$ cat src/rtl/studio2_mem_arbiter_if.sv
// Bus bundle between the Studio II requesters (CPU, pixie DMA, ioctl loader),
// the memory arbiter and the single-port system memory.
// The arbiter uses the slave view.
// The surrounding system (requesters plus memory) uses the master view.
interface studio2_mem_arbiter_if;
  // CDP1802 CPU port
  logic        cpu_rd;
  logic        cpu_wr;
  logic [15:0] cpu_addr;
  logic [7:0]  cpu_wdata;
  logic        cpu_wait;
  logic [7:0]  cpu_rdata;
  logic        cpu_rvalid;

  // CDP1861 display-fetch port (read only)
  logic        dma_req;
  logic [15:0] dma_addr;
  logic        dma_ack;
  logic [7:0]  dma_rdata;
  logic        dma_rvalid;

  // ioctl cartridge/ROM loader
  logic        ld_active;
  logic        ld_wr;
  logic [11:0] ld_addr;
  logic [7:0]  ld_data;

  // dpram port A
  logic        mem_ce;
  logic        mem_we;
  logic [11:0] mem_addr;
  logic [7:0]  mem_wdata;
  logic [7:0]  mem_rdata;

  modport slave (
    input  cpu_rd, cpu_wr, cpu_addr, cpu_wdata,
    output cpu_wait, cpu_rdata, cpu_rvalid,
    input  dma_req, dma_addr,
    output dma_ack, dma_rdata, dma_rvalid,
    input  ld_active, ld_wr, ld_addr, ld_data,
    output mem_ce, mem_we, mem_addr, mem_wdata,
    input  mem_rdata
  );

  modport master (
    output cpu_rd, cpu_wr, cpu_addr, cpu_wdata,
    input  cpu_wait, cpu_rdata, cpu_rvalid,
    output dma_req, dma_addr,
    input  dma_ack, dma_rdata, dma_rvalid,
    output ld_active, ld_wr, ld_addr, ld_data,
    input  mem_ce, mem_we, mem_addr, mem_wdata,
    output mem_rdata
  );
endinterface

$ cat src/rtl/studio2_mem_arbiter.sv
// Studio II memory arbiter.
// It shares the 4 KB system memory between the ioctl loader, the pixie
// display DMA and the CDP1802 CPU, and decodes the Studio II memory map
// (ROM/cart, RAM, RAM mirror, multicart, unmapped).
// A grant is decided combinationally in cycle N and drives the memory port
// in the same cycle. The read result is returned to its owner in cycle N+1,
// steered by a registered read tag.
module studio2_mem_arbiter #(
  parameter int unsigned STARVE_LIMIT = 8
) (
  input  logic                 clk_sys,
  input  logic                 resetq,
  studio2_mem_arbiter_if.slave bus
);

  localparam logic [7:0] STARVE_LIM = 8'(STARVE_LIMIT);
  localparam logic [7:0] STARVE_MAX = 8'hFF;
  localparam logic [7:0] OPEN_BUS   = 8'hFF;

  // Owner of the read issued last cycle.
  // The _FF owners are unmapped reads: no memory access was made for them.
  typedef enum logic [2:0] {
    TAG_NONE,
    TAG_CPU,
    TAG_DMA,
    TAG_CPU_FF,
    TAG_DMA_FF
  } tag_e;

  tag_e        tag_q, tag_d;
  logic [7:0]  starve_q, starve_d;
  logic [7:0]  cpu_rdata_q, cpu_rdata_d;
  logic [7:0]  dma_rdata_q, dma_rdata_d;
  logic        cpu_rvalid_d, dma_rvalid_d;

  logic        cpu_req;
  logic        cpu_first;
  logic        mem_ce_d, mem_we_d;
  logic [11:0] mem_addr_d;
  logic [7:0]  mem_wdata_d;
  logic        cpu_wait_d, dma_ack_d;

  // Only the low 4 KB of the 16-bit space is backed by memory.
  function automatic logic is_mapped(input logic [3:0] hi);
    return hi == 4'h0;
  endfunction

  // CPU writes land only in RAM (800-9FF) and its mirror (C00-DFF).
  // All other blocks drop the write.
  function automatic logic cpu_writable(input logic [2:0] blk);
    return (blk == 3'b100) || (blk == 3'b110);
  endfunction

  // The C00-DFF mirror folds onto RAM at 800-9FF.
  // Every other block maps straight through.
  function automatic logic [11:0] phys_addr(input logic [11:0] a);
    logic [11:0] p;
    if (a[11:9] == 3'b110) begin
      p = {2'b10, a[9:0]};
    end else begin
      p = a;
    end
    return p;
  endfunction

  assign cpu_req = bus.cpu_rd | bus.cpu_wr;

  // Per-cycle grant decision, memory-port drive, next read tag and starve count
  always_comb begin
    mem_ce_d    = 1'b0;
    mem_we_d    = 1'b0;
    mem_addr_d  = 12'h000;
    mem_wdata_d = 8'h00;
    cpu_wait_d  = 1'b0;
    dma_ack_d   = 1'b0;
    tag_d       = TAG_NONE;
    starve_d    = starve_q;
    cpu_first   = 1'b0;

    if (!resetq) begin
      // No grant while reset is asserted.
      // The registers are cleared by the state process.
      starve_d = 8'h00;
    end else if (bus.ld_active) begin
      // The loader owns the port outright, with no map or write protection.
      mem_ce_d    = bus.ld_wr;
      mem_we_d    = bus.ld_wr;
      mem_addr_d  = bus.ld_addr;
      mem_wdata_d = bus.ld_data;
      cpu_wait_d  = cpu_req;
      // Losing to the loader leaves the starve count untouched.
      if (!cpu_req) begin
        starve_d = 8'h00;
      end
    end else begin
      cpu_first = cpu_req && (!bus.dma_req || (starve_q == STARVE_LIM));
      if (bus.dma_req && !cpu_first) begin
        dma_ack_d  = 1'b1;
        cpu_wait_d = cpu_req;
        if (is_mapped(bus.dma_addr[15:12])) begin
          mem_ce_d   = 1'b1;
          mem_addr_d = phys_addr(bus.dma_addr[11:0]);
          tag_d      = TAG_DMA;
        end else begin
          tag_d      = TAG_DMA_FF;
        end
        if (!cpu_req) begin
          starve_d = 8'h00;
        end else if (starve_q != STARVE_MAX) begin
          starve_d = starve_q + 8'd1;
        end
      end else if (cpu_req) begin
        starve_d = 8'h00;
        if (bus.cpu_wr) begin
          // Protected or unmapped writes still consume the slot, so the CPU completes.
          if (is_mapped(bus.cpu_addr[15:12]) && cpu_writable(bus.cpu_addr[11:9])) begin
            mem_ce_d    = 1'b1;
            mem_we_d    = 1'b1;
            mem_addr_d  = phys_addr(bus.cpu_addr[11:0]);
            mem_wdata_d = bus.cpu_wdata;
          end
        end else begin
          if (is_mapped(bus.cpu_addr[15:12])) begin
            mem_ce_d   = 1'b1;
            mem_addr_d = phys_addr(bus.cpu_addr[11:0]);
            tag_d      = TAG_CPU;
          end else begin
            tag_d      = TAG_CPU_FF;
          end
        end
      end else begin
        starve_d = 8'h00;
      end
    end
  end

  // Read return: steer memory data (or open-bus FF) to last cycle's owner; otherwise hold
  always_comb begin
    cpu_rvalid_d = 1'b0;
    dma_rvalid_d = 1'b0;
    cpu_rdata_d  = cpu_rdata_q;
    dma_rdata_d  = dma_rdata_q;
    // Gating with resetq drops a read still in flight when reset arrives.
    if (resetq) begin
      case (tag_q)
        TAG_CPU: begin
          cpu_rvalid_d = 1'b1;
          cpu_rdata_d  = bus.mem_rdata;
        end
        TAG_CPU_FF: begin
          cpu_rvalid_d = 1'b1;
          cpu_rdata_d  = OPEN_BUS;
        end
        TAG_DMA: begin
          dma_rvalid_d = 1'b1;
          dma_rdata_d  = bus.mem_rdata;
        end
        TAG_DMA_FF: begin
          dma_rvalid_d = 1'b1;
          dma_rdata_d  = OPEN_BUS;
        end
        default: begin
        end
      endcase
    end
  end

  // State registers: read tag, starve counter and the held read-data registers
  always_ff @(posedge clk_sys) begin
    if (!resetq) begin
      tag_q       <= TAG_NONE;
      starve_q    <= 8'h00;
      cpu_rdata_q <= 8'h00;
      dma_rdata_q <= 8'h00;
    end else begin
      tag_q       <= tag_d;
      starve_q    <= starve_d;
      cpu_rdata_q <= cpu_rdata_d;
      dma_rdata_q <= dma_rdata_d;
    end
  end

  assign bus.mem_ce     = mem_ce_d;
  assign bus.mem_we     = mem_we_d;
  assign bus.mem_addr   = mem_addr_d;
  assign bus.mem_wdata  = mem_wdata_d;
  assign bus.cpu_wait   = cpu_wait_d;
  assign bus.dma_ack    = dma_ack_d;
  assign bus.cpu_rdata  = cpu_rdata_d;
  assign bus.cpu_rvalid = cpu_rvalid_d;
  assign bus.dma_rdata  = dma_rdata_d;
  assign bus.dma_rvalid = dma_rvalid_d;

endmodule

$ cat src/flat_wrapper.sv
// flat-port wrapper written by rule: the top's interface ports become plain ports
module studio2_mem_arbiter_flat 
#(
  parameter int unsigned STARVE_LIMIT = 8
)
  (clk_sys, resetq, bus_cpu_rd, bus_cpu_wr, bus_cpu_addr, bus_cpu_wdata, bus_cpu_wait, bus_cpu_rdata, bus_cpu_rvalid, bus_dma_req, bus_dma_addr, bus_dma_ack, bus_dma_rdata, bus_dma_rvalid, bus_ld_active, bus_ld_wr, bus_ld_addr, bus_ld_data, bus_mem_ce, bus_mem_we, bus_mem_addr, bus_mem_wdata, bus_mem_rdata);
  studio2_mem_arbiter_if bus_i ();
  input  logic clk_sys;
  input  logic resetq;
  input wire logic [$bits(bus_i.cpu_rd)-1:0] bus_cpu_rd;
  input wire logic [$bits(bus_i.cpu_wr)-1:0] bus_cpu_wr;
  input wire logic [$bits(bus_i.cpu_addr)-1:0] bus_cpu_addr;
  input wire logic [$bits(bus_i.cpu_wdata)-1:0] bus_cpu_wdata;
  output wire logic [$bits(bus_i.cpu_wait)-1:0] bus_cpu_wait;
  output wire logic [$bits(bus_i.cpu_rdata)-1:0] bus_cpu_rdata;
  output wire logic [$bits(bus_i.cpu_rvalid)-1:0] bus_cpu_rvalid;
  input wire logic [$bits(bus_i.dma_req)-1:0] bus_dma_req;
  input wire logic [$bits(bus_i.dma_addr)-1:0] bus_dma_addr;
  output wire logic [$bits(bus_i.dma_ack)-1:0] bus_dma_ack;
  output wire logic [$bits(bus_i.dma_rdata)-1:0] bus_dma_rdata;
  output wire logic [$bits(bus_i.dma_rvalid)-1:0] bus_dma_rvalid;
  input wire logic [$bits(bus_i.ld_active)-1:0] bus_ld_active;
  input wire logic [$bits(bus_i.ld_wr)-1:0] bus_ld_wr;
  input wire logic [$bits(bus_i.ld_addr)-1:0] bus_ld_addr;
  input wire logic [$bits(bus_i.ld_data)-1:0] bus_ld_data;
  output wire logic [$bits(bus_i.mem_ce)-1:0] bus_mem_ce;
  output wire logic [$bits(bus_i.mem_we)-1:0] bus_mem_we;
  output wire logic [$bits(bus_i.mem_addr)-1:0] bus_mem_addr;
  output wire logic [$bits(bus_i.mem_wdata)-1:0] bus_mem_wdata;
  input wire logic [$bits(bus_i.mem_rdata)-1:0] bus_mem_rdata;
  assign bus_i.cpu_rd = bus_cpu_rd;
  assign bus_i.cpu_wr = bus_cpu_wr;
  assign bus_i.cpu_addr = bus_cpu_addr;
  assign bus_i.cpu_wdata = bus_cpu_wdata;
  assign bus_cpu_wait = bus_i.cpu_wait;
  assign bus_cpu_rdata = bus_i.cpu_rdata;
  assign bus_cpu_rvalid = bus_i.cpu_rvalid;
  assign bus_i.dma_req = bus_dma_req;
  assign bus_i.dma_addr = bus_dma_addr;
  assign bus_dma_ack = bus_i.dma_ack;
  assign bus_dma_rdata = bus_i.dma_rdata;
  assign bus_dma_rvalid = bus_i.dma_rvalid;
  assign bus_i.ld_active = bus_ld_active;
  assign bus_i.ld_wr = bus_ld_wr;
  assign bus_i.ld_addr = bus_ld_addr;
  assign bus_i.ld_data = bus_ld_data;
  assign bus_mem_ce = bus_i.mem_ce;
  assign bus_mem_we = bus_i.mem_we;
  assign bus_mem_addr = bus_i.mem_addr;
  assign bus_mem_wdata = bus_i.mem_wdata;
  assign bus_i.mem_rdata = bus_mem_rdata;
  studio2_mem_arbiter #(.STARVE_LIMIT(STARVE_LIMIT)) u_core (.clk_sys(clk_sys), .resetq(resetq), .bus(bus_i));
endmodule
$ cat config.mk
export PLATFORM = sky130hd
export DESIGN_NAME = studio2_mem_arbiter_flat
export DESIGN_NICKNAME = d
export VERILOG_FILES = /design/src/rtl/studio2_mem_arbiter_if.sv /design/src/rtl/studio2_mem_arbiter.sv /design/src/flat_wrapper.sv
export SDC_FILE = /design/constraint.sdc
export NUM_CORES = 1
export LEC_CHECK = 0
export ABC_AREA = 1
export BUFFER_PORTS_ARGS = -buffer_cell sky130_fd_sc_hd__buf_4
export CORE_MARGIN = 2
export CORE_UTILIZATION = 35
export DETAILED_ROUTE_END_ITERATION = 6
export HOLD_SLACK_MARGIN = 0.1
export PLACE_DENSITY = 0.68
export SLEW_MARGIN = 0
export SYNTH_ARGS = -nofsm -noshare
export SYNTH_HDL_FRONTEND = slang
export SYNTH_SLANG_ARGS = --single-unit
$ cat constraint.sdc
create_clock -name clk_sys -period 1.3 [get_ports clk_sys]
set_input_delay 0 -clock clk_sys [delete_from_list [all_inputs] [get_ports clk_sys]]
set_output_delay 0 -clock clk_sys [all_outputs]
set_load 0.02 [all_outputs]
==> flow_summary.json <==
{
  "num-nets-final": 619,
  "clock_sink_count": 27,
  "die_width_um": 81.9,
  "final.setup.worst_slack_ns": -0.431,
  "power.combinational.fraction": 0.438,
  "numPortBuffers": 116,
  "syn_area_per_cell_sq_um": 5.89,
  "route.vias.total": 3138,
  "core-area_sq_um": 5890,
  "timing.max_slew.rel_slack": 0.549,
  "sort_of_element_at_the_start_of_the_critical_path": "flip-flop",
  "min_to": "u_core.tag_q[1]",
  "start_util": 0.361,
  "pin_count": 117,
  "cts_htree_levels": 1,
  "critical-path-top-delay-family": "buffers and inverters",
  "synthesis.instances": 361,
  "power.share.switching": 0.347,
  "share_of_the_synthesized_area_in_the_top_cell_type": 0.254,
  "postSynthRegisterBits": 27,
  "required_ns": 1.30,
  "grt_overflow_total": 0,
  "postSynth.asyncResetShare": 0,
  "netlist_area_sq_um": 2130,
  "crit_buf_inv": 4,
  "drc": 0,
  "worst_hold_path_type": "in2reg",
  "net_switching_power_figure_mw": 0.853,
  "hold_viol_final": 0,
  "detailedRoute.firstPassIterationCount": 5,
  "final_min_period_over_clock_period": 1.33,
  "clockRootBuffer": "sky130_fd_sc_hd__clkbuf_8",
  "postSynth.topFlopCell": "sky130_fd_sc_hd__dfxtp_1",
  "synth.largest_area_cell": "sky130_fd_sc_hd__dfxtp_1",
  "synth.distinct_cells": 28,
  "grt.met2_usage": 0.482,
  "timing.critical_path.mode_cell": "sky130_fd_sc_hd__buf_4",
  "gr-usage-all-layers": 0.261,
  "min-delay-start": "bus_cpu_wr",
  "synth_nets": 438,
  "grt_antenna_before_repair": 0,
  "hpwl_um": 5840,
  "die_y_um": 81.9,
  "rows": 28,
  "ff2ff_path_depth": 9,
  "layer_with_the_highest_usage": "met2",
  "grt_start_max_net_pins": 26,
  "routed_wirelength_um": 9030,
  "power.static_leakage_nw": 2.18,
  "timing.reg2reg.setup_slack_ns": -0.29,
  "power_report.internal_total_mw": 1.60,
  "run_status": "complete, but fails checks",
  "number_of_global_route_vias_before_repair": 3171,
  "cts_tree": "yes",
  "series_of_cell_instances_along_the_critical_path": "inv_2, ha_4, nand2_2, nor2_4, buf_4, a21boi_4, buf_6, o21ai_0, nand3_1, nand2_1, buf_4",
  "cpPeakStageDelay_ns": 0.35,
  "fin_crit_ns": 1.73,
  "timing.critical_path.fanout_max": 3,
  "clk-insertion-delay-late_ns": 0.28,
  "clk_pin_slew_ns": 0.10,
  "drive_gt1_frac": 0.534,
  "summed_area_of_non_filler_cells_in_the_final_layout_sq_um": 4510,
  "drt-initial-drc-count": 118,
  "slew_viol_final": 0,
  "wire_per_inst_um": 14.7,
  "critPathArrivalTime_ns": 1.73,
  "most_repeated_cell_in_the_gate_level_netlist_after_synthesis": "sky130_fd_sc_hd__nand2_1",
  "clkPwrFrac": 0.205,
  "grt.met1_usage": 0.301,
  "maxClockFrequency_mhz": 578,
  "globalRouteMet3Util": 0.0440,
  "place_congestion": 0.870,
  "flow.area_growth_from_synthesis_pct": 112,
  "antenna_cells": 0,
  "synth-edff-count": 0,
  "sequential_fraction_of_the_synthesis_area": 0.254,
  "worstReg2RegStart": "u_core.starve_q[1]",
  "violations": "setup timing",
  "clock_tree.buffer_depth": 2,
  "synth_warnings": 0,
  "die_area_sq_um": 6710,
  "dpl-instance-area_sq_um": 3520,
  "critical_path.endpoint_type": "output port",
  "drt-vias-per-instance": 5.09,
  "netlist_top_cells_area": "sky130_fd_sc_hd__dfxtp_1, sky130_fd_sc_hd__nand2_1, sky130_fd_sc_hd__inv_1",
  "dp_slack_ns": -0.197,
  "cp_slowest_cell": "sky130_fd_sc_hd__dfxtp_2",
  "timing.critical_path.depth": 11,
  "power_density_nw_per_um2": 545,
  "rsz0062_at_grt": "yes",
  "maxCapViolCount": 0,
  "critical_path.reg2reg.endpoint": "u_core.starve_q[0]",
  "final_setup_vio_count": 53,
  "worst-setup-path-type": "reg2out",
  "fillers": 405,
  "transition_at_the_pin_with_the_smallest_max_transition_slack_ns": 0.674,
  "numCtsBuffers": 3,
  "grt_pass1_wl_um": 13900,
  "holdPathStages": 4,
  "max-vdd-ir-drop_v": 0.000496,
  "route.antenna.remaining_nets": 0,
  "timing.clock.skew_ns": 0.00420,
  "synth_commonest_cells": "sky130_fd_sc_hd__nand2_1, sky130_fd_sc_hd__inv_1, sky130_fd_sc_hd__nand3_1",
  "power_frac_seq": 0.357
}
-- through the flow --
stage               std cells  hold slack, ns   util  TNS, ns  total power [mW]
floorplan                 361          0.0774      -   -0.182              1.29
global placement          572           0.300  0.598    -3.53              1.69
detailed placement        572           0.302  0.598    -4.93              1.70
CTS                       611          0.0539  0.709   -13.61              2.36
global route              616           0.124  0.766   -20.12              2.58
finish                    616           0.104  0.766   -15.16              2.45
-- logic make-up after synthesis --
group / Yosys count / share of synthesized area
xor gates and xnor gates: 1 / 0.00412
AOI/OAI and AO/OA: 55 / 0.157
adders and majority gates: 2 / 0.0118
buffers and inverters: 67 / 0.124
DFF: 27 / 0.254
and+or+nand+nor: 209 / 0.449
-- worst register-to-register path: stages (launching register included) --
cell                      delay, ns
sky130_fd_sc_hd__dfxtp_2       0.35
sky130_fd_sc_hd__buf_4         0.13
sky130_fd_sc_hd__ha_4          0.15
sky130_fd_sc_hd__nand2_4       0.06
sky130_fd_sc_hd__nor2_4        0.13
sky130_fd_sc_hd__nand2_4       0.07
sky130_fd_sc_hd__a21oi_4       0.24
sky130_fd_sc_hd__nand2_4       0.13
sky130_fd_sc_hd__buf_6         0.15
sky130_fd_sc_hd__a21oi_2       0.12
-- how the worst max path moves through the flow --
stage	start	slack, ns	end
2_1_floorplan	u_core.starve_q[0]	-0.06	u_core.starve_q[3]
3_3_place_gp	u_core.tag_q[0]	-0.20	bus_dma_rdata[1]
3_5_place_dp	u_core.tag_q[0]	-0.20	bus_dma_rdata[1]
4_1_cts	u_core.starve_q[0]	-0.38	bus_mem_wdata[4]
5_1_grt	u_core.starve_q[1]	-0.52	bus_mem_addr[11]
6_report	u_core.starve_q[0]	-0.43	bus_mem_addr[11]
-- what timing repair did --
item	in CTS	in global routing
resized for setup	96	67
hold buffers	10	1
endpoints found under the setup margin	57	57
endpoints found under the hold margin	18	1
pin swaps	28	25
setup buffers	24	15
gates cloned	1	1
-- flip-flops by register name, summed over array words and instances, names as in the netlist --
register and flops:
u_core.dma_rdata_q 8, u_core.cpu_rdata_q 8, u_core.starve_q 8, u_core.tag_q 3
-- layout make-up --
class	count	area, sq um	area share
clock buffers	3	41.3	0.00916
clock inverters	1	7.51	0.00167
inverters	54	213	0.0472
multi-input cells	269	1900	0.422
flip-flops and latches	27	559	0.124
well taps	75	93.8	0.0208
repair buffers	187	1690	0.375
-- power by group through the flow --
stage	registers (mW)	logic (mW)	clock network [mW]
floorplan	0.888	0.402	0
global placement	0.890	0.797	0
detailed placement	0.891	0.805	0
CTS	0.872	0.974	0.513
global route	0.879	1.16	0.545
finish	0.876	1.08	0.502
-- routing by layer --
metal	part of all wire	vias to the layer above	wire (um)
met5	0	-	0
met4	0.014	0	129
met3	0.060	12	538
met2	0.54	117	4870
met1	0.39	1450	3490
li1	-	1559	-
-- placed cells by master (no fill, tap or decap), drive strengths merged, types with 2 or more instances in the layout --
| cell | instances |
|---|---|
| nand4 | 26 |
| o221ai | 8 |
| clkbuf | 3 |
| nor2 | 31 |
| dlygate4sd3 | 11 |
| dfxtp | 27 |
| a21oi | 23 |
| ha | 2 |
| nor3 | 3 |
| o21ai | 22 |
| nand2 | 121 |
| buf | 176 |
| nand3 | 29 |
| inv | 53 |
No activity file was read; power rests on OpenSTA's default activity.
